`src/rtl/shift_pkg.sv`:
```
// Shared types for the pipelined barrel shifter.
// Contents: shift_op_t opcode encoding and its width.
package shift_pkg;

    localparam int unsigned SHIFT_OP_W = 2;

    typedef enum logic [SHIFT_OP_W-1:0] {
        SH_SRL = 2'b00,
        SH_SRA = 2'b01,
        SH_SLL = 2'b10,
        SH_ROR = 2'b11
    } shift_op_t;

endpackage

```
`src/rtl/pipe_shift_stage.sv`:
```
// One registered stage of the pipelined barrel shifter: shifts by DIST when
// shamt bit log2(DIST) is set, then registers the result with its sideband.
// Optional feature: PIPE_SHIFTER_ROTATE_EN enables rotate-right for SH_ROR;
// without it SH_ROR shifts exactly like SH_SRL.
// Ports:
//   clk, rst         clock, synchronous active-high reset
//   en_i             advance enable (low = hold everything)
//   valid_i/valid_o  beat valid in / registered out
//   data_i/data_o    data in / registered shifted data out
//   shamt_i/shamt_o  full shift amount, carried down the pipe
//   op_i/op_o        shift operation, carried down the pipe
//   fill_i/fill_o    original operand MSB for arithmetic fill
module pipe_shift_stage
    import shift_pkg::*;
#(
    parameter int unsigned WIDTH = 32,
    parameter int unsigned SHW   = $clog2(WIDTH),
    parameter int unsigned DIST  = 1
) (
    input  logic             clk,
    input  logic             rst,
    input  logic             en_i,
    input  logic             valid_i,
    input  logic [WIDTH-1:0] data_i,
    input  logic [SHW-1:0]   shamt_i,
    input  shift_op_t        op_i,
    input  logic             fill_i,
    output logic             valid_o,
    output logic [WIDTH-1:0] data_o,
    output logic [SHW-1:0]   shamt_o,
    output shift_op_t        op_o,
    output logic             fill_o
);

    localparam int unsigned K = $clog2(DIST);

    logic             valid_q;
    logic [WIDTH-1:0] data_d;
    logic [WIDTH-1:0] data_q;
    logic [SHW-1:0]   shamt_q;
    shift_op_t        op_q;
    logic             fill_q;

    // Shift by DIST with op-specific fill, or pass through.
    always_comb begin
        data_d = data_i;
        if (shamt_i[K]) begin
            case (op_i)
                SH_SRA:  data_d = {{DIST{fill_i}}, data_i[WIDTH-1:DIST]};
                SH_SLL:  data_d = {data_i[WIDTH-1-DIST:0], {DIST{1'b0}}};
`ifdef PIPE_SHIFTER_ROTATE_EN
                SH_ROR:  data_d = {data_i[DIST-1:0], data_i[WIDTH-1:DIST]};
`endif
                default: data_d = {{DIST{1'b0}}, data_i[WIDTH-1:DIST]};
            endcase
        end
    end

    // Payload only loads with a real beat so bubbles leave the data quiet.
    always_ff @(posedge clk) begin
        if (rst) begin
            valid_q <= 1'b0;
            data_q  <= '0;
            shamt_q <= '0;
            op_q    <= SH_SRL;
            fill_q  <= 1'b0;
        end else if (en_i) begin
            valid_q <= valid_i;
            if (valid_i) begin
                data_q  <= data_d;
                shamt_q <= shamt_i;
                op_q    <= op_i;
                fill_q  <= fill_i;
            end
        end
    end

    assign valid_o = valid_q;
    assign data_o  = data_q;
    assign shamt_o = shamt_q;
    assign op_o    = op_q;
    assign fill_o  = fill_q;

endmodule

```
`src/rtl/pipe_shifter.sv`:
```
// Fully pipelined barrel shifter: SHW registered stages, stage k shifting by
// 2^k. Valid/ready at both ends with a global stall on output backpressure.
// Latency SHW cycles, throughput one beat per cycle, strictly in order.
// Optional feature: PIPE_SHIFTER_ROTATE_EN (rotate right on SH_ROR).
// Parameters: WIDTH (power of 2, >= 2); SHW is derived, do not override.
// Ports:
//   clk, rst   clock, synchronous active-high reset
//   in_valid   input beat valid         in_ready  can accept (combinational)
//   in_data    operand                  in_shamt  shift amount 0..WIDTH-1
//   in_op      shift_op_t
//   out_valid  result valid             out_ready consumer accepts
//   out_data   shifted result
module pipe_shifter
    import shift_pkg::*;
#(
    parameter int unsigned WIDTH = 32,
    parameter int unsigned SHW   = $clog2(WIDTH)
) (
    input  logic             clk,
    input  logic             rst,
    input  logic             in_valid,
    output logic             in_ready,
    input  logic [WIDTH-1:0] in_data,
    input  logic [SHW-1:0]   in_shamt,
    input  shift_op_t        in_op,
    output logic             out_valid,
    input  logic             out_ready,
    output logic [WIDTH-1:0] out_data
);

    logic             valid_s [SHW+1];
    logic [WIDTH-1:0] data_s  [SHW+1];
    logic [SHW-1:0]   shamt_s [SHW+1];
    shift_op_t        op_s    [SHW+1];
    logic             fill_s  [SHW+1];
    logic             stall;
    logic             unused_tail;

    // Whole pipe freezes while the output beat is refused.
    assign stall    = out_valid & ~out_ready;
    assign in_ready = ~stall;

    assign valid_s[0] = in_valid & in_ready;
    assign data_s[0]  = in_data;
    assign shamt_s[0] = in_shamt;
    assign op_s[0]    = in_op;
    assign fill_s[0]  = in_data[WIDTH-1];

    for (genvar k = 0; k < SHW; k++) begin : g_stage
        pipe_shift_stage #(
            .WIDTH (WIDTH),
            .SHW   (SHW),
            .DIST  (2 ** k)
        ) u_stage (
            .clk     (clk),
            .rst     (rst),
            .en_i    (~stall),
            .valid_i (valid_s[k]),
            .data_i  (data_s[k]),
            .shamt_i (shamt_s[k]),
            .op_i    (op_s[k]),
            .fill_i  (fill_s[k]),
            .valid_o (valid_s[k+1]),
            .data_o  (data_s[k+1]),
            .shamt_o (shamt_s[k+1]),
            .op_o    (op_s[k+1]),
            .fill_o  (fill_s[k+1])
        );
    end

    assign out_valid = valid_s[SHW];
    assign out_data  = data_s[SHW];

    // Sideband leaving the last stage has no consumer.
    assign unused_tail = ^{shamt_s[SHW], op_s[SHW], fill_s[SHW]};

endmodule

```
`config.mk`:
```
export PLATFORM = sky130hd
export DESIGN_NAME = pipe_shifter
export DESIGN_NICKNAME = d
export VERILOG_FILES = /design/src/rtl/shift_pkg.sv /design/src/rtl/pipe_shift_stage.sv /design/src/rtl/pipe_shifter.sv
export SDC_FILE = /design/constraint.sdc
export NUM_CORES = 1
export LEC_CHECK = 0
export ABC_AREA = 1
export CAP_MARGIN = 30
export CORE_MARGIN = 5
export CORE_UTILIZATION = 40
export CTS_CLUSTER_SIZE = 28
export DETAILED_ROUTE_END_ITERATION = 16
export GPL_ROUTABILITY_DRIVEN = 0
export PLACE_DENSITY_LB_ADDON = 0.3
export SKIP_LAST_GASP = 1
export SLEW_MARGIN = 20
export SYNTH_ARGS = -nofsm -noshare
export SYNTH_HDL_FRONTEND = slang
export SYNTH_SLANG_ARGS = --single-unit
```
`constraint.sdc`:
```
create_clock -name clk -period 1.97 [get_ports clk]
set_input_delay 0.591 -clock clk [delete_from_list [all_inputs] [get_ports clk]]
set_output_delay 0.591 -clock clk [all_outputs]
set_load 0.01 [all_outputs]
```
==> run summary, run 1 <==
outcome: completed
CP required: 1.38 ns
adder-cell share of the synthesized area: 0.0124
# setup viols final: 0
# diodes: 0
RSZ-0062 raised after global routing: no
CP Launch Type: flip-flop
worst reg2reg path depth: 8
fin area: 11900 µm²
dpl cell area: 11300 µm²
Area Overhead vs Synth: 17.6%
sequential fraction of the synthesis area: 0.370
clock buffer depth: 2
Die W: 169 µm
Synth Register Bits: 187
Post-Synth Simple-Gate Area: 0.268
Ys Warns: 0
final period utilization: 0.969
PostCTS Resize Cnt: 6
drt drc: 0
antenna violations before repair: 0
layout cell share with drive strength beyond 1: 0.112
WL/cell: 15.3 µm
Inst Count DP: 1862
Num CTS Buffers: 17
Mapped Avg Cell Area: 6.62 µm²
CTS tree: yes
Die Area: 28600 µm²
Via density: 5.39
port buffer count: 76
# rows: 58
Max Freq: 0.524 GHz
Hold Fails Final Rpt: 0
Worst Hold Depth: 2
Slew HR: 0.665
Initial Util: 0.404
Worst Min Path Start: g_stage[1].u_stage.valid_o$_SDFFE_PP0N_
core footprint: 25000 µm²
Worst-path clk slew: 0.08 ns
Yosys top cell area share: 0.370
Worst Hold Class: flip-flop to flip-flop
CP Cell Sequence: clkdlybuf4s50_1
xor-xnor portion of the synthesized cell area: 0
Critical Path Max Stage Delay: 0.54 ns
origin of the critical flop-to-flop path: g_stage[0].u_stage.op_o[0]$_SDFFE_PP0P_
Pleak: 4.79 nW
Hold EP: g_stage[1].u_stage.valid_o$_SDFFE_PP0N_
drt total wl: 28.9 mm
post-route ant nets: 0
Post-synth top flop: dfxtp_1
Num Clock Sinks: 187
Final Max Tran Viols: 0
multiplexer share of the synthesized area: 0
top cells by count, synth: nand3_1 (203), a21oi_1 (202), dfxtp_1 (187), nand2_1 (173), o21ai_1 (155)
top cells by area, synth: dfxtp_1 (37%), nand3_1 (10%), a21oi_1 (10%)
worst-skew pair later-pin latency: 0.43 ns
Compound-Gate Fraction of Synth Area: 0.232
Synth Instances: 1528
mapped cell area: 10100 µm²
Max IR drop VDD: 0.447 mV
wire length of the first global-routing pass: 47.9 mm
Worst setup EP type: output pin
clock skew: 0.0121 ns
critical path fanouts, max: 2
Buf+Inv Stages, Crit Path: 1
# hold bufs at CTS: 0
DR iter-0 viols: 1083
Synth area leader: dfxtp_1
Sum Neg Setup Slack: 0 ns
pin count of the biggest net entering global routing: 63
largest family of logic cells by synthesized area: simple AND/OR/NAND/NOR gates
Die Span Y: 169 µm
I/O Pins: 77
DR pass1 iterations: 6
all-layer global routing usage: 0.201
FF-to-FF End: g_stage[1].u_stage.data_o[2]$_SDFFE_PP0P_
non-filler cells, final: 1894
async set or reset register ratio after synthesis: 0
vias in the first global route: 9276
clock root cell: clkbuf_16
max cap viols: 0
post-DP HPWL: 20.7 mm
nets: 1604
Worst EP arrival: 1.32 ns
Tightest Pin Transition: 0.501 ns
most numerous cell in the Yosys netlist: nand3_1
grt total ovfl: 0
Max H-tree Level: 4
critical path class: flip-flop to output pin
delay-heaviest family, CP: buffers and inverters
reg2reg setup slack: 0.18 ns
Unique masters post-synth: 26
Mapped Nets: 1581
number of synthesized flops with an enable pin: 0
Post-CTS Setup Bufs: 0
CP max-delay cell: clkdlybuf4s50_1
pwr/cell area: 749 nW/µm²
Vias: 10200
Period minus WS final: 1.91 ns
layer usage:
| layer | GRT usage | share of wire |
|---|---|---|
| met5 | 0 | 0 |
| met4 | 0.0536 | 0.018 |
| met3 | 0.0301 | 0.064 |
| met2 | 0.319 | 0.46 |
| met1 | 0.286 | 0.46 |
state kept, by name (all words and copies together) (netlist names):
register	flops
g_stage.u_stage.op_o	8
g_stage.u_stage.fill_o	4
g_stage.u_stage.shamt_o	10
g_stage.u_stage.data_o	160
g_stage.u_stage.valid_o	5
final cells by class:
cell class	instances	area [µm²]
clock buffers	17	425
fillers	2578	13100
repair buffers	152	1520
flip-flops and latches	187	3750
well taps	330	413
clock inverters	15	160
multi-input cells	1076	5190
inverters	117	442
report_power, final:
part	internal (W)	total (W)	switching (W)
clock network	0.00170	0.00339	0.00169
registers	0.00398	0.00418	0.000206
logic	0.000545	0.00134	0.000794
cell families after synthesis:
| logic type | after synthesis |
|---|---|
| AO/OA/AOI/OAI | 468 |
| adder cells (fa/ha/maj) | 10 |
| flip-flops | 187 |
| AND/OR/NAND/NOR | 598 |
| buffers and inverters | 265 |
placed cells by master (no fill, tap or decap), types with 15 or more instances in the layout:
cell	instances
clkbuf_16	17
buf_12	15
nand3_1	203
a21oi_1	202
o21ai_1	155
inv_1	104
clkdlybuf4s50_1	70
o21ai_0	110
nand2_1	173
or2_2	40
buf_4	61
dfxtp_1	185
nor2_1	146
metrics by stage:
stage,hold slack (ns),setup WS (ns),util,total power (W)
after detailed placement,0.453,-0.327,0.451,0.00559
after global routing,0.491,0.00554,0.475,0.00932
after CTS,0.465,-0.0281,0.475,0.00896
after floorplan,0.439,0.308,-,0.00507
final,0.464,0.0602,0.475,0.00891
after global placement,0.449,-0.339,0.451,0.00557
worst max-delay path by stage:
stage,start,to,slack (ns),depth (start not counted)
2_1_floorplan,in_op[0],g_stage[0].u_stage.data_o[23]$_SDFFE_PP0P_,0.31,8
3_3_place_gp,out_ready,in_ready,-0.34,4
3_5_place_dp,out_ready,in_ready,-0.33,4
4_1_cts,out_ready,in_ready,-0.03,4
5_1_grt,g_stage[4].u_stage.data_o[11]$_SDFFE_PP0P_,out_data[11],0.006,1
6_report,g_stage[4].u_stage.data_o[21]$_SDFFE_PP0P_,out_data[21],0.06,1
(Power assumes the default switching activity.)
==> run 2: changes to the inputs <==
--- a/config.mk
+++ b/config.mk
@@ -12,6 +12,7 @@
 export CTS_CLUSTER_SIZE = 28
 export DETAILED_ROUTE_END_ITERATION = 16
 export GPL_ROUTABILITY_DRIVEN = 0
+export HOLD_SLACK_MARGIN = 0.12
 export PLACE_DENSITY_LB_ADDON = 0.3
 export SKIP_LAST_GASP = 1
 export SLEW_MARGIN = 20
==> results of run 2 <==
The final DEF is identical to that of run 1; final timing and power are the same.
==> run 3: changes to the inputs <==
--- a/config.mk
+++ b/config.mk
@@ -6,6 +6,7 @@
 export NUM_CORES = 1
 export LEC_CHECK = 0
 export ABC_AREA = 1
+export ABC_CLOCK_PERIOD_IN_PS = 2500
 export CAP_MARGIN = 30
 export CORE_MARGIN = 5
 export CORE_UTILIZATION = 40
==> constraint.sdc (replaced) <==
create_clock -name clk -period 2.5 [get_ports clk]
set_input_delay 0.75 -clock clk [delete_from_list [all_inputs] [get_ports clk]]
set_output_delay 0.75 -clock clk [all_outputs]
set_load 0.01 [all_outputs]
==> run 3 against run 2 <==
  * Sequential power fell by 21%
  * Register-to-register slack improved by 0.30 ns
  * Sequential share of layout area rose by 0.70 points
  * Total power fell by 20%
  * Clock-buffer cell count did not move
  * Non-clock buffer count fell by 31
  * Die area did not move
  * Utilization fell by 1.1 points
  * Largest cell class unchanged
==> run summary, run 3 (synthesized netlist as in run 1, its figures left out) <==
dpl cell area: 11000 µm² (was 11300 µm²)
final worst setup slack: 0.163 ns (was 0.0602 ns)
Max H-tree Level: 4 (unchanged)
Worst setup EP type: output pin (unchanged)
PostCTS Resize Cnt: 1 (was 6)
non-filler cells, final: 1862 (was 1894)
# fillers: 2595 (was 2578)
Worst Hold Class: flip-flop to flip-flop (unchanged)
Die Span Y: 169 µm (unchanged)
DR iter-0 viols: 1089 (was 1083)
outcome: completed (unchanged)
CP Launch Type: input pin (was flip-flop)
I/O Pins: 77 (unchanged)
register area: 3740 µm² (was 3750 µm²)
Max IR drop VDD: 0.359 mV (was 0.447 mV)
Worst Hold Depth: 2 (unchanged)
all-layer global routing usage: 0.195 (was 0.201)
drt drc: 0 (unchanged)
clock buffer depth: 2 (unchanged)
Period minus WS final: 2.34 ns
# hold bufs at CTS: 0 (unchanged)
Die Area: 28600 µm² (unchanged)
delay-heaviest family, CP: buffers and inverters (unchanged)
total power: 0.00712 W (was 0.00891 W)
Initial Util: 0.404 (unchanged)
Buf+Inv Stages, Crit Path: 3 (was 1)
reg2reg setup slack: 0.48 ns (was 0.18 ns)
port buffer count: 76 (unchanged)
DR pass1 iterations: 6 (unchanged)
commonest non-fill, non-tap cell in the layout: nand3_1 (unchanged)
post-place setup slack: -0.114 ns (was -0.327 ns)
wire length of the first global-routing pass: 46.5 mm (was 47.9 mm)
Area Overhead vs Synth: 15.0% (was 17.6%)
worst-skew pair later-pin latency: 0.45 ns (was 0.43 ns)
FF-to-FF End: g_stage[3].u_stage.data_o[12]$_SDFFE_PP0P_ (was g_stage[1].u_stage.data_o[2]$_SDFFE_PP0P_)
pin count of the biggest net entering global routing: 74 (was 63)
Worst Min Path Start: g_stage[1].u_stage.valid_o$_SDFFE_PP0N_ (unchanged)
Slew HR: 0.492 (was 0.665)
origin of the critical flop-to-flop path: g_stage[2].u_stage.op_o[0]$_SDFFE_PP0P_ (was g_stage[0].u_stage.op_o[0]$_SDFFE_PP0P_)
Num CTS Buffers: 17 (unchanged)
number of flip-flops under the largest register name: 160 (unchanged)
pwr/cell area: 612 nW/µm² (was 749 nW/µm²)
Hold EP: g_stage[1].u_stage.valid_o$_SDFFE_PP0N_ (unchanged)
core footprint: 25000 µm² (unchanged)
worst reg2reg path depth: 8 (unchanged)
Max Freq: 0.428 GHz
Vias: 10000 (was 10200)
WL/cell: 15.2 µm (was 15.3 µm)
# rows: 58 (unchanged)
grt total ovfl: 0 (unchanged)
fin area: 11600 µm² (was 11900 µm²)
area of the multi-input gates: 5180 µm² (was 5190 µm²)
Die W: 169 µm (unchanged)
max cap viols: 0 (unchanged)
Post-CTS Setup Bufs: 0 (unchanged)
# setup viols final: 0 (unchanged)
most frequent cells in the layout: nand3_1 (203), a21oi_1 (202), dfxtp_1 (187) (was nand3_1 (203), a21oi_1 (202), dfxtp_1 (185))
Hold Fails Final Rpt: 0 (unchanged)
clock root cell: clkbuf_16 (unchanged)
antenna violations before repair: 0 (unchanged)
drt total wl: 28.4 mm (was 28.9 mm)
post-DP HPWL: 19.8 mm (was 20.7 mm)
Via density: 5.38 (was 5.39)
critical path fanouts, max: 2 (unchanged)
# diodes: 0 (unchanged)
Critical Path Max Stage Delay: 0.49 ns (was 0.54 ns)
Inst Count DP: 1831 (was 1862)
Tightest Pin Transition: 0.762 ns (was 0.501 ns)
Num Clock Sinks: 187 (unchanged)
layout cell share with drive strength beyond 1: 0.0907 (was 0.112)
post-route ant nets: 0 (unchanged)
vias in the first global route: 8810 (was 9276)
Worst-path clk slew: 0.08 ns (about the same)
final period utilization: 0.935
CP Cell Sequence: clkdlybuf4s50_1 > inv_2 > nand2_4 > dlygate4sd2_1 (was clkdlybuf4s50_1)
Pleak: 4.57 nW (was 4.79 nW)
RSZ-0062 raised after global routing: no (unchanged)
critical path class: input pin to output pin (was flip-flop to output pin)
CTS tree: yes (unchanged)
CP required: 1.75 ns (was 1.38 ns)
CP max-delay cell: clkdlybuf4s50_1 (unchanged)
nets: 1573 (was 1604)
Final Max Tran Viols: 0 (unchanged)
clock skew: 0.0217 ns (was 0.0121 ns)
Worst EP arrival: 1.59 ns (was 1.32 ns)
## run 3: cell types whose count changed in the layout (fill, tap and decap cells not counted), moves of 3 or more
cell             change
buf_4               -26
buf_12               -5
clkdlybuf4s50_1      +5
dlymetal6s2s_1       -3
## run 3: layer usage
layer	GRT usage	wire, µm
met1	0.285	13400
met4	0.0448	391
met2	0.302	12800
met5	0	0
met3	0.0315	1740
## run 3: power by group
| group | switching [W] | internal, W | total (W) |
|---|---|---|---|
| sequential | 0.000156 | 0.00313 | 0.00329 |
| combinational | 0.000616 | 0.000388 | 0.00100 |
| clock | 0.00137 | 0.00145 | 0.00283 |
| total | 0.00214 | 0.00498 | 0.00712 |
## run 3: per-stage QoR
| step | setup TNS [ns] | util | hold WS [ns] |
|---|---|---|---|
| after floorplan | 0 | - | 0.439 |
| after global placement | -0.128 | 0.439 | 0.449 |
| after detailed placement | -0.114 | 0.439 | 0.455 |
| after CTS | 0 | 0.464 | 0.466 |
| after global routing | 0 | 0.464 | 0.490 |
| final | 0 | 0.464 | 0.467 |
## run 3: final cells by class
cell class / instances / share of cell area
multi-input cells: 1076 / 0.446
flip-flops and latches: 187 / 0.322
repair buffers: 121 / 0.105
inverters: 117 / 0.0380
clock buffers: 17 / 0.0366
well taps: 330 / 0.0355
clock inverters: 14 / 0.0171
## run 3: worst reg2reg max path: cells and delay by family (launching register included)
family        cells  cell delay, ns
fa+ha+maj         1            0.36
simple gates      5            0.98
buf+inv           2            0.21
flops             1            0.36
## run 3: how the worst max path moves through the flow
stage,end,slack (ns),cells past startpoint,start
after floorplan,g_stage[0].u_stage.data_o[23]$_SDFFE_PP0P_,0.68,8,in_op[0]
after global placement,in_ready,-0.13,4,out_ready
after detailed placement,in_ready,-0.11,4,out_ready
after CTS,in_ready,0.15,4,out_ready
after global routing,in_ready,0.14,4,out_ready
final,in_ready,0.16,4,out_ready
